==> config.mk <==
export PLATFORM = sky130hd
export DESIGN_NAME = matrix_keypad_scanner
export DESIGN_NICKNAME = d
export VERILOG_FILES = /design/src/rtl/matrix_keypad_scanner.sv
export SDC_FILE = /design/constraint.sdc
export NUM_CORES = 1
export LEC_CHECK = 0
export BUFFER_PORTS_ARGS = -buffer_cell sky130_fd_sc_hd__buf_2
export CAP_MARGIN = 20
export CORE_UTILIZATION = 43
export CTS_BUF_LIST = sky130_fd_sc_hd__clkbuf_2
export DETAILED_ROUTE_END_ITERATION = 6
export GPL_ROUTABILITY_DRIVEN = 0
export PLACE_DENSITY_LB_ADDON = 0.2
export SLEW_MARGIN = 0
export SYNTH_ARGS = -nofsm -noshare
export SYNTH_HDL_FRONTEND = slang
export SYNTH_SLANG_ARGS = --single-unit
==> constraint.sdc <==
create_clock -name clk -period 4.1 [get_ports clk]
set_clock_uncertainty 0.2 [all_clocks]
set_input_delay 0.82 -clock clk [delete_from_list [all_inputs] [get_ports clk]]
set_output_delay 0.82 -clock clk [all_outputs]
set_load 0.05 [all_outputs]
==> src/rtl/matrix_keypad_scanner.sv <==
// matrix_keypad_scanner
//   Scans a ROWS x COLS switch matrix by strobing one row at a time and
//   sensing the column lines. It debounces whole scan frames and hands
//   accepted key presses to a consumer through a valid/ready event port.
//
// Ports
//   clk        sole clock, rising edge
//   rst        synchronous, active-high reset
//   col_in     [COLS-1:0]   column sense lines, active-high, asynchronous
//   row_drive  [ROWS-1:0]   one-hot row strobe; bit ROWS-1 is row 0
//   key_code   [CODE_W-1:0] event key index = row*COLS + col
//   key_valid  key_code holds an unconsumed event
//   key_ready  consumer accepts the event
//   key_rpt    current event is an auto-repeat
//   key_held   a debounced key is currently down
//   overrun    sticky, an event was dropped (cleared only by rst)
//
// Build option
//   KEYPAD_REPEAT_EN  when defined, a key held down re-emits its code with
//                     key_rpt=1 every REPEAT_FRAMES frames. When undefined,
//                     no repeat logic exists and key_rpt is constant 0.
module matrix_keypad_scanner #(
  parameter int ROWS          = 4,
  parameter int COLS          = 3,
  parameter int SCAN_DIV      = 1000,
  parameter int DEBOUNCE      = 4,
  parameter int REPEAT_FRAMES = 64,
  localparam int CODE_W = ($clog2(ROWS*COLS) > 1) ? $clog2(ROWS*COLS) : 1
) (
  input  logic              clk,
  input  logic              rst,
  input  logic [COLS-1:0]   col_in,
  output logic [ROWS-1:0]   row_drive,
  output logic [CODE_W-1:0] key_code,
  output logic              key_valid,
  input  logic              key_ready,
  output logic              key_rpt,
  output logic              key_held,
  output logic              overrun
);

  localparam int RW = $clog2(ROWS);
  localparam int PW = $clog2(SCAN_DIV);
  localparam logic [3:0] DB = 4'(DEBOUNCE);

  localparam logic [1:0] S_IDLE    = 2'd0;
  localparam logic [1:0] S_DEBOUNCE = 2'd1;
  localparam logic [1:0] S_PRESSED = 2'd2;
  localparam logic [1:0] S_RELEASE = 2'd3;

  // Hit counts saturate at 2: the frame logic only distinguishes none, one
  // and "more than one".
  function automatic logic [1:0] sat_hits(input logic [1:0] a, input logic [1:0] b);
    logic [2:0] s;
    s = {1'b0, a} + {1'b0, b};
    return (s > 3'd2) ? 2'd2 : s[1:0];
  endfunction

  logic [COLS-1:0]   col_sync_p0, col_sync_p1;
  logic [PW-1:0]     presc;
  logic              tick;
  logic [RW-1:0]     row_idx;
  logic              frame_end;
  logic [1:0]        acc_hits;
  logic [CODE_W-1:0] acc_code;
  logic [1:0]        row_hits;
  int                row_col;
  logic [CODE_W-1:0] row_code;
  logic [1:0]        frame_hits;
  logic [CODE_W-1:0] frame_code;
  logic [1:0]        state, state_n;
  logic [CODE_W-1:0] cand, cand_n;
  logic [3:0]        cnt, cnt_n;
  logic              emit;
  logic              ev_go;
  logic              load;

  // ---- stage p0/p1: two-flop synchronizer, prescaler, row strobe ----
  always_ff @(posedge clk) begin
    if (rst) begin
      col_sync_p0 <= '0;
      col_sync_p1 <= '0;
      presc       <= '0;
      row_drive   <= {1'b1, {(ROWS-1){1'b0}}};
      row_idx     <= '0;
    end else begin
      col_sync_p0 <= col_in;
      col_sync_p1 <= col_sync_p0;
      presc       <= tick ? '0 : presc + 1'b1;
      if (tick) begin
        row_drive <= {row_drive[0], row_drive[ROWS-1:1]};
        row_idx   <= frame_end ? '0 : row_idx + 1'b1;
      end
    end
  end

  assign tick      = (presc == PW'(SCAN_DIV-1));
  assign frame_end = tick && (row_idx == RW'(ROWS-1));

  // Classify the current row sample and merge it into the running frame.
  // The lowest set column is kept; it only matters when exactly one is set.
  always_comb begin
    row_hits = 2'd0;
    row_col  = 0;
    for (int j = COLS-1; j >= 0; j--) begin
      if (col_sync_p1[j]) begin
        row_hits = sat_hits(row_hits, 2'd1);
        row_col  = j;
      end
    end
    row_code   = CODE_W'(int'(row_idx) * COLS + row_col);
    frame_hits = sat_hits(acc_hits, row_hits);
    frame_code = (acc_hits == 2'd0) ? row_code : acc_code;
  end

  // ---- stage p2: frame accumulator and debounce state ----
  always_ff @(posedge clk) begin
    if (rst) begin
      acc_hits <= '0;
      acc_code <= '0;
      state    <= S_IDLE;
      cand     <= '0;
      cnt      <= '0;
    end else begin
      if (tick) begin
        acc_hits <= frame_end ? 2'd0 : frame_hits;
        acc_code <= frame_end ? '0 : frame_code;
      end
      state <= state_n;
      cand  <= cand_n;
      cnt   <= cnt_n;
    end
  end

  always_comb begin
    state_n = state;
    cand_n  = cand;
    cnt_n   = cnt;
    emit    = 1'b0;
    if (frame_end) begin
      case (state)
        S_IDLE: begin
          if (frame_hits == 2'd1) begin
            cand_n = frame_code;
            if (DB == 4'd1) begin
              state_n = S_PRESSED;
              cnt_n   = '0;
              emit    = 1'b1;
            end else begin
              state_n = S_DEBOUNCE;
              cnt_n   = 4'd1;
            end
          end
        end
        S_DEBOUNCE: begin
          if (frame_hits == 2'd1 && frame_code == cand) begin
            if (cnt + 4'd1 == DB) begin
              state_n = S_PRESSED;
              cnt_n   = '0;
              emit    = 1'b1;
            end else begin
              cnt_n = cnt + 4'd1;
            end
          end else begin
            state_n = S_IDLE;
            cnt_n   = '0;
          end
        end
        S_PRESSED: begin
          // A different single key or extra keys never re-arm; only a
          // debounced release does.
          if (frame_hits == 2'd0) begin
            if (DB == 4'd1) begin
              state_n = S_IDLE;
              cnt_n   = '0;
            end else begin
              state_n = S_RELEASE;
              cnt_n   = 4'd1;
            end
          end
        end
        default: begin
          if (frame_hits == 2'd0) begin
            if (cnt + 4'd1 == DB) begin
              state_n = S_IDLE;
              cnt_n   = '0;
            end else begin
              cnt_n = cnt + 4'd1;
            end
          end else begin
            state_n = S_PRESSED;
            cnt_n   = '0;
          end
        end
      endcase
    end
  end

  assign key_held = (state == S_PRESSED) || (state == S_RELEASE);

`ifdef KEYPAD_REPEAT_EN
  localparam int RPW = $clog2(REPEAT_FRAMES + 1);

  logic [RPW-1:0] rpt_cnt, rpt_cnt_n;
  logic           rpt_fire;

  // Counts frames spent continuously in PRESSED; any other frame outcome
  // (entry, release, pause) restarts the count from zero.
  always_comb begin
    rpt_cnt_n = rpt_cnt;
    rpt_fire  = 1'b0;
    if (frame_end) begin
      if (state == S_PRESSED && frame_hits != 2'd0) begin
        if (rpt_cnt == RPW'(REPEAT_FRAMES-1)) begin
          rpt_fire  = 1'b1;
          rpt_cnt_n = '0;
        end else begin
          rpt_cnt_n = rpt_cnt + 1'b1;
        end
      end else begin
        rpt_cnt_n = '0;
      end
    end
  end

  always_ff @(posedge clk) begin
    if (rst) begin
      rpt_cnt <= '0;
      key_rpt <= 1'b0;
    end else begin
      rpt_cnt <= rpt_cnt_n;
      if (load) key_rpt <= rpt_fire;
    end
  end

  assign ev_go = emit | rpt_fire;
`else
  assign key_rpt = 1'b0;
  assign ev_go   = emit;
`endif

  // ---- event port: load when empty or being drained this edge ----
  assign load = ev_go && (!key_valid || key_ready);

  always_ff @(posedge clk) begin
    if (rst) begin
      key_valid <= 1'b0;
      key_code  <= '0;
      overrun   <= 1'b0;
    end else begin
      if (load) begin
        key_valid <= 1'b1;
        key_code  <= cand_n;
      end else if (key_ready) begin
        key_valid <= 1'b0;
      end
      if (ev_go && key_valid && !key_ready) overrun <= 1'b1;
    end
  end

endmodule

# ---- Word-level counts from Yosys, hierarchy flattened
# Cells that the tools add are included.
# W data, S select, Z words.
dict set report op_classes {
  n_reduce_logical 16
  mux 35
  n_eq_ne 12
  n_mul 1
  n_addsub 7
  n_lt_le_gt_ge 3
}
# op count
set op_table {}
lappend op_table {{$mux W4} 12}
lappend op_table {{$mux W2} 14}
lappend op_table {{$pmux W4 S3} 1}
lappend op_table {{$add A10 B1 Y10 const B} 1}
lappend op_table {{$eq A10 B10 Y1 const B} 1}
lappend op_table {{$gt A3 B2 Y1 const B} 3}
lappend op_table {{$mux W1} 7}
lappend op_table {{$add A2 B1 Y3 const B} 2}
lappend op_table {{$eq A2 B2 Y1 const B} 3}
lappend op_table {{$logic_not A2 Y1} 3}
lappend op_table {{$pmux W2 S3} 1}
lappend op_table {{$logic_and A1 B1 Y1} 5}
lappend op_table {{$ne A5 B2 Y1 const B} 1}
lappend op_table {{$reduce_and A5 Y1} 1}
lappend op_table {{$add A4 B1 Y4 const B} 1}
lappend op_table {{$add A4 B4 Y4} 1}
lappend op_table {{$eq A2 B1 Y1 const B} 2}
lappend op_table {{$eq A4 B3 Y1 const B} 1}
lappend op_table {{$eq A4 B4 Y1} 1}
lappend op_table {{$mul A2 B2 Y4 const B} 1}
lappend op_table {{$ne A2 B2 Y1 const B} 2}
lappend op_table {{$add A2 B2 Y3} 1}
lappend op_table {{$ne A3 B3 Y1 const B} 1}
lappend op_table {{$reduce_and A3 Y1} 1}
lappend op_table {{5 further kinds} 7}
dict set report word_totals {
  out_inout_bits 12
  input_bits 6
  wordCells 87
  register_bits 44
}

# ---- Depth between registers and ports, before layout
# Gate-level depths: netlist of the first run.
dict set report depth {
  word_depth 19
  ltp_mapped 12
  ltp_nobuf 12
}

# ---- Worst setup path after synthesis of the first run
# OpenSTA, ideal clock, no wires.
dict set report synth_timing {
  kind {flip-flop to flip-flop}
  start {register col_sync_p1[1]}
  end {register key_code[0]}
  setup_slack_ns 0.734
  stages_incl_launch_ff 13
  arrival_time_ns 3.042
  path_buffers 0
  path_cell_list {dfxtp_1 -> inv_1 -> ha_1 -> nand2b_1 -> fa_1 -> inv_1 -> ha_1 -> fa_1 -> mux2i_1 -> xnor2_1 -> nor4_4 -> nand4_4 -> mux2_1}
}
dict set report synth_between {
  elab_chain_cells 14
}
# item line_no
set synth_rtl {}
lappend synth_rtl {{from (decl)} 59} ;# logic [COLS-1:0] col_sync_p0, col_sync_p1;
lappend synth_rtl {{from (signal assigned)} 88} ;# col_sync_p1 <= col_sync_p0;
lappend synth_rtl {{$mux W2} 106} ;# if (col_sync_p1[j]) begin
lappend synth_rtl {{$add A2 B1 Y3} 55} ;# s = {1'b0, a} + {1'b0, b};
lappend synth_rtl {{$gt A3 B2 Y1} 56} ;# return (s > 3'd2) ? 2'd2 : s[1:0];
lappend synth_rtl {{$mux W2} 56}
lappend synth_rtl {{$mux W2} 106}
lappend synth_rtl {{$add A2 B2 Y3} 55}
lappend synth_rtl {{$gt A3 B2 Y1} 56}
lappend synth_rtl {{$mux W2} 56}
lappend synth_rtl {{$eq A2 B1 Y1} {143, 156}}
lappend synth_rtl {{$logic_and A1 B1 Y1} 156} ;# if (frame_hits == 2'd1 && frame_code == cand) begin
lappend synth_rtl {{$mux W1} 156}
lappend synth_rtl {{$mux W1} 141} ;# case (state)
lappend synth_rtl {{$mux W1} 140} ;# if (frame_end) begin
lappend synth_rtl {{$logic_and A1 B1 Y1} 243} ;# assign load = ev_go && (!key_valid || key_ready);
lappend synth_rtl {{to (signal assigned)} 253} ;# key_code <= cand_n;
lappend synth_rtl {{to (decl)} 34} ;# output logic [CODE_W-1:0] key_code,
# Several ways; a longest one is shown, not always the timed one.
# A chain may end at the register's enable or synchronous reset.

# ---- Final worst setup path of the first run
# Ends and elaborated chain as after synthesis.

==> results.json, run 1 <==
{
  "crit_end": "key_code[0]",
  "hold_path.class": "reg2reg",
  "p_leak_nw": 1.051,
  "drc": 0,
  "fin_crit_ns": 3.653,
  "tightestPinTransition_ns": 0.6715,
  "postCtsSetupBuffers": 0,
  "drive_gt1_share_pct": 15.36,
  "hpwl_microns": 3169,
  "crit_required_ns": 4.25,
  "final_net_count": 290,
  "grt_pass1_vias": 1629,
  "synthTopCellsByCount": "dfxtp_1, nor2_1, a21oi_1",
  "clock_path_buffers": 2,
  "ys.flop_type": "dfxtp_1",
  "antenna_cells": 0,
  "postCtsHoldBufs": 0,
  "crit_path_end_kind": "register",
  "drt-wirelength-per-cell_microns": 13.13,
  "p_total_mw": 0.7311,
  "cp.arrival_ns": 3.80,
  "n_fill_cell": 501,
  "yosysMostFrequentCell": "dfxtp_1",
  "rsz0062_at_grt": "no",
  "cts_resized": 0,
  "worst_ir_drop_vdd_mv": 0.2259,
  "regArea_sq_um": 880.8,
  "multi_input_area_sq_mm": 0.001363,
  "synth_nets": 274,
  "synth_area_leaders": "dfxtp_1, ha_1, nor2_1",
  "swShare_pct": 24.48,
  "slew_violations": 0,
  "die_area_sq_mm": 0.005716,
  "root_buffer": "clkbuf_2",
  "grt_start_max_net_pins": 35,
  "criticalPathCategory": "reg2reg",
  "cp_max_fo": 5,
  "critPathLaunch": "col_sync_p1[1]",
  "intPower_mw": 0.5521,
  "r2r_start": "col_sync_p1[1]",
  "drt_iter0_markers": 122,
  "ant_nets": 0,
  "worstSkewPairLatency_ns": 0.43,
  "p_clk_share_pct": 35.4,
  "dp_cells": 329,
  "hold_viol_final": 0,
  "clk_pin_slew_ns": 0.25,
  "synth_seq_cells": 44,
  "antenna_found_initial": 0,
  "switching_power_mw": 0.1790,
  "fin_cells": 337,
  "num_vias": 1768,
  "start_kind": "register",
  "netlist_area_sq_mm": 0.002330,
  "ys_seq_area_share_pct": 37.81,
  "comb_power_share_pct": 4.8,
  "grt_util_all_layers_pct": 17.72,
  "fin_setup_tns_ns": 0,
  "fin_crit_sh_pct": 89.10,
  "vias_per_cell": 5.246,
  "grt-ovfl-total": 0,
  "yosys_warnings": 0,
  "syn2layout_area_growth_pct": 8.969,
  "initial_core_util_pct": 45.04,
  "maxCapViolations": 0,
  "cts_sinks": 44,
  "ff2ff_path_depth": 12,
  "run_status": "completed",
  "rows": 26,
  "cts_tree": "done",
  "dpl-instance-area_sq_mm": 0.002467,
  "die-height_microns": 75.61,
  "synth-edff-count": 0,
  "power_density_mw_per_mm2": 288.0,
  "dr.pass1.iters": 4,
  "core_sq_mm": 0.005172,
  "synthCells": 250,
  "yosysTopAreaCell": "dfxtp_1",
  "stdcell_area_sq_mm": 0.002539,
  "r2r-end": "key_code[0]",
  "cts_buffers": 5,
  "synth_top_area_share_pct": 37.81,
  "cts-htree-levels": 2,
  "setup_viol": 0,
  "fmax_mhz": 273.8,
  "grt_pass1_wl_microns": 7693,
  "power.share.sequential_pct": 59.9,
  "async_flop_share_pct": 0,
  "port_buffers": 16,
  "syn_avg_cell_area_sq_um": 9.319,
  "io_pins": 18,
  "maxSlewHeadroom_pct": 55.23,
  "die_w_microns": 75.61,
  "drt_wl_total_microns": 4424,
  "rrSetupSlack_ns": 0.45,
  "synth_cell_types": 56
}
-- worst min-delay path by stage --
stage	from	slack, ns	endpoint	cells past startpoint
after detailed placement	col_sync_p0[0]	0.23	col_sync_p1[0]	1
after global routing	col_sync_p0[0]	0.29	col_sync_p1[0]	1
after global placement	col_sync_p0[0]	0.24	col_sync_p1[0]	1
after CTS	col_sync_p0[0]	0.27	col_sync_p1[0]	1
after floorplan	col_sync_p0[0]	0.21	col_sync_p1[0]	1
final	col_sync_p0[0]	0.27	col_sync_p1[0]	1
-- power groups by stage --
stage	clock, mW	sequential (mW)	combinational [mW]
5_1_grt	0.285	0.439	0.0390
3_5_place_dp	0	0.446	0.0347
2_1_floorplan	0	0.445	0.0266
6_report	0.258	0.438	0.0348
3_3_place_gp	0	0.446	0.0346
4_1_cts	0.266	0.438	0.0353
-- through the flow --
stage / worst slack, ns / util (%) / hold WS (ns)
2_1_floorplan: 0.7343 / - / 0.2138
3_3_place_gp: 0.5399 / 47.70 / 0.2377
3_5_place_dp: 0.4568 / 47.70 / 0.2310
4_1_cts: 0.3930 / 49.08 / 0.2732
5_1_grt: 0.1216 / 49.08 / 0.2913
6_report: 0.4470 / 49.08 / 0.2703
-- registers in the layout, summed over array words and instances (netlist names), 3 cells and up --
register,count
col_sync_p1,3
cnt,4
cand,4
acc_code,4
col_sync_p0,3
row_drive,4
key_code,4
presc,10
-- final cells by class --
| cell class | count | area share (%) |
|---|---|---|
| clock buffers | 5 | 0.9857 |
| clock inverters | 3 | 1.824 |
| inverters | 15 | 2.218 |
| multi-input cells | 184 | 53.67 |
| flip-flops and latches | 44 | 34.70 |
| well taps | 70 | 3.450 |
| repair buffers | 16 | 3.154 |
-- worst max-delay path, cell delays in order (launching register included) --
cell and delay, ns:
dfxtp_1 0.37, inv_1 0.11, ha_1 0.16, nand2b_1 0.08, fa_1 0.49, inv_1 0.04, ha_1 0.20, fa_1 0.42
mux2i_1 0.30, xnor2_1 0.20, nor4_4 0.46, nand4_4 0.19, mux2_1 0.34
-- kinds of logic after synthesis --
family / share of synthesized area, %
compound gates: 13.05
xor+xnor: 3.384
fa+ha+maj: 10.63
buf+inv: 3.706
flops: 37.81
mux: 4.619
other cells: 0.1610
simple gates: 26.64
-- routing by layer --
layer / track usage [%] / up-vias / routed length (microns)
li1: - / 909 / -
met5: 0 / - / 0
met4: 4.938 / 0 / 55
met3: 3.968 / 6 / 192
met1: 25.74 / 819 / 2199
met2: 26.39 / 34 / 1977
-- cell usage in the layout (no fill, tap or decap), types with 2 or more instances in the layout --
cell and count:
nand4_1 2, mux2i_1 4, and3_1 9, a211oi_1 4, nand3_1 6, nor2b_1 12
xor2_1 3, ha_1 15, buf_2 16, xnor2_1 6, nand2_1 15, fa_1 3
dfxtp_1 44, or4_4 2, nor4_1 2, o21ai_0 4, a21oi_1 17, nor4_4 2
nor2_2 2, or3_1 2, nor2_1 28, a211oi_2 3, nor3_1 5, nor4b_1 2
nand2b_1 3, mux2_1 5, clkbuf_2 5, inv_1 15
Note: power is estimated with default switching activity, not from simulation.
==> run 2: changes to the inputs <==
--- a/config.mk
+++ b/config.mk
@@ -7,7 +7,9 @@
 export LEC_CHECK = 0
 export BUFFER_PORTS_ARGS = -buffer_cell sky130_fd_sc_hd__buf_2
 export CAP_MARGIN = 20
-export CORE_UTILIZATION = 43
+export CELL_PAD_IN_SITES_DETAIL_PLACEMENT = 1
+export CELL_PAD_IN_SITES_GLOBAL_PLACEMENT = 2
+export CORE_UTILIZATION = 39
 export CTS_BUF_LIST = sky130_fd_sc_hd__clkbuf_2
 export DETAILED_ROUTE_END_ITERATION = 6
 export GPL_ROUTABILITY_DRIVEN = 0
==> run 2 against run 1 <==
Setup slack lost 0.011 ns. Sequential cell count is the same. Register-to-register slack barely moved. Combinational power rose by 4%. Critical endpoint is now key_code[2]. Highest routed layer unchanged.
==> results.json, run 2 (synthesis gave the netlist of run 1 again) <==
{
  "clk_pin_slew_ns": 0.23,
  "antenna_found_initial": 0,
  "drc": 0,
  "fin_cells": 341,
  "die_w_microns": 79.29,
  "start_kind": "register",
  "largest_reg_flops": 10,
  "dr.pass1.iters": 4,
  "ff2ff_path_depth": 12,
  "holdCritStartpoint": "col_sync_p0[0]",
  "most-common-layout-cells": "dfxtp_1, nor2_1, a21oi_1",
  "min_to": "col_sync_p1[0]",
  "slew_violations": 0,
  "grt-ovfl-total": 0,
  "hold_path.class": "reg2reg",
  "worstSkewPairLatency_ns": 0.40,
  "rrSetupSlack_ns": 0.44,
  "die_area_sq_mm": 0.006287,
  "ant_nets": 0,
  "dp_cells": 333,
  "layout_commonest_cell": "dfxtp_1",
  "vias_per_cell": 5.340,
  "die-height_microns": 79.29,
  "postCtsSetupBuffers": 0,
  "criticalPathCategory": "reg2reg",
  "fin_crit_ns": 3.664,
  "cts_tree": "done",
  "drt_iter0_markers": 63,
  "run_status": "completed",
  "tightestPinTransition_ns": 0.6369,
  "cp_max_fo": 5,
  "top_register": "presc",
  "rsz0062_at_grt": "no",
  "syn2layout_area_growth_pct": 8.432,
  "crit_required_ns": 4.21,
  "hpwl_microns": 3742,
  "drt_wl_total_microns": 5123,
  "grt_util_all_layers_pct": 18.34,
  "cts_resized": 0,
  "io_pins": 18,
  "p_leak_nw": 1.048,
  "worst_ir_drop_vdd_mv": 0.1349,
  "r2r_start": "col_sync_p1[1]",
  "cts-htree-levels": 2,
  "r2r-end": "key_code[2]",
  "core_sq_mm": 0.005642,
  "root_buffer": "clkbuf_2",
  "grt_pass1_wl_microns": 8901,
  "cts_sinks": 44,
  "clock_path_buffers": 2,
  "fmax_mhz": 272.9,
  "fin_crit_sh_pct": 89.36,
  "cp.arrival_ns": 3.77,
  "drt-wirelength-per-cell_microns": 15.02,
  "setup_viol": 0,
  "grt_start_max_net_pins": 34,
  "crit_path_end_kind": "register",
  "maxCapViolations": 0,
  "power_density_mw_per_mm2": 260.6,
  "maxSlewHeadroom_pct": 57.22,
  "final_net_count": 292,
  "hold_viol_final": 0,
  "cts_buffers": 5,
  "postCtsHoldBufs": 0,
  "fin_setup_tns_ns": 0,
  "num_vias": 1821,
  "initial_core_util_pct": 41.30,
  "antenna_cells": 0,
  "port_buffers": 16,
  "holdPathStages": 1,
  "drive_gt1_share_pct": 15.61,
  "rows": 27,
  "grt_pass1_vias": 1884
}
run 2: cell count changes in the layout (fill, tap and decap cells not counted), sizes merged:
cell,previous run,this run
buf,16,18
bufinv,1,0
clkbuf,5,6
clkinv,0,1
inv,16,15
run 2: worst max path at each step:
stage	cells after the start	from	to	slack, ns
2_1_floorplan	12	col_sync_p1[1]	key_code[0]	0.73
3_3_place_gp	12	col_sync_p1[1]	key_code[3]	0.49
3_5_place_dp	12	col_sync_p1[1]	key_code[2]	0.44
4_1_cts	12	col_sync_p1[1]	key_code[2]	0.37
5_1_grt	12	col_sync_p1[1]	key_code[2]	0.15
6_report	12	col_sync_p1[1]	key_code[2]	0.44
run 2: through the flow:
step                      power (mW)  area (sq um)  hold slack (ns)  worst slack, ns  util (%)
after global routing          0.6966          2526           0.3031           0.1519     44.78
after CTS                     0.6685          2526           0.2775           0.3689     44.78
final                         0.6583          2526           0.2779           0.4362     44.78
after global placement        0.4823          2485           0.2423           0.4932     44.05
after floorplan               0.4716          2330           0.2138           0.7343         -
after detailed placement      0.4829          2485           0.2391           0.4404     44.05
run 2: where the power goes:
part / internal [mW] / total (mW) / switching, mW / leakage [nW]
sequential: 0.434 / 0.438 / 0.00386 / 0.356
clock: 0.0426 / 0.184 / 0.142 / 0.0266
combinational: 0.0134 / 0.0362 / 0.0227 / 0.665
total: 0.490 / 0.658 / 0.168 / 1.05
run 2: cell type report:
cell class	count	area, sq um
multi-input combinational	184	1363
timing repair buffer	18	95.09
sequential	44	880.8
fill	684	3115
inverter	15	56.30
clock buffer	6	30.03
clock inverter	2	11.26
tap	72	90.09
run 2: critical path, cell delays in order, from the launching register on:
cell,delay [ns]
dfxtp_1,0.36
inv_1,0.12
ha_1,0.17
nand2b_1,0.06
fa_1,0.47
inv_1,0.04
ha_1,0.19
fa_1,0.44
mux2i_1,0.31
xnor2_1,0.20
nor4_4,0.46
nand4_4,0.19
mux2_1,0.34
run 2: layer usage:
| metal | routed length, microns | vias to the layer above | track usage [%] | part of all wire, % |
|---|---|---|---|---|
| met3 | 92 | 8 | 4.138 | 1.8 |
| li1 | - | 911 | - | - |
| met2 | 2509 | 19 | 30.86 | 49 |
| met4 | 78 | 0 | 5.636 | 1.5 |
| met1 | 2442 | 883 | 23.18 | 48 |
| met5 | 0 | - | 0 | 0 |
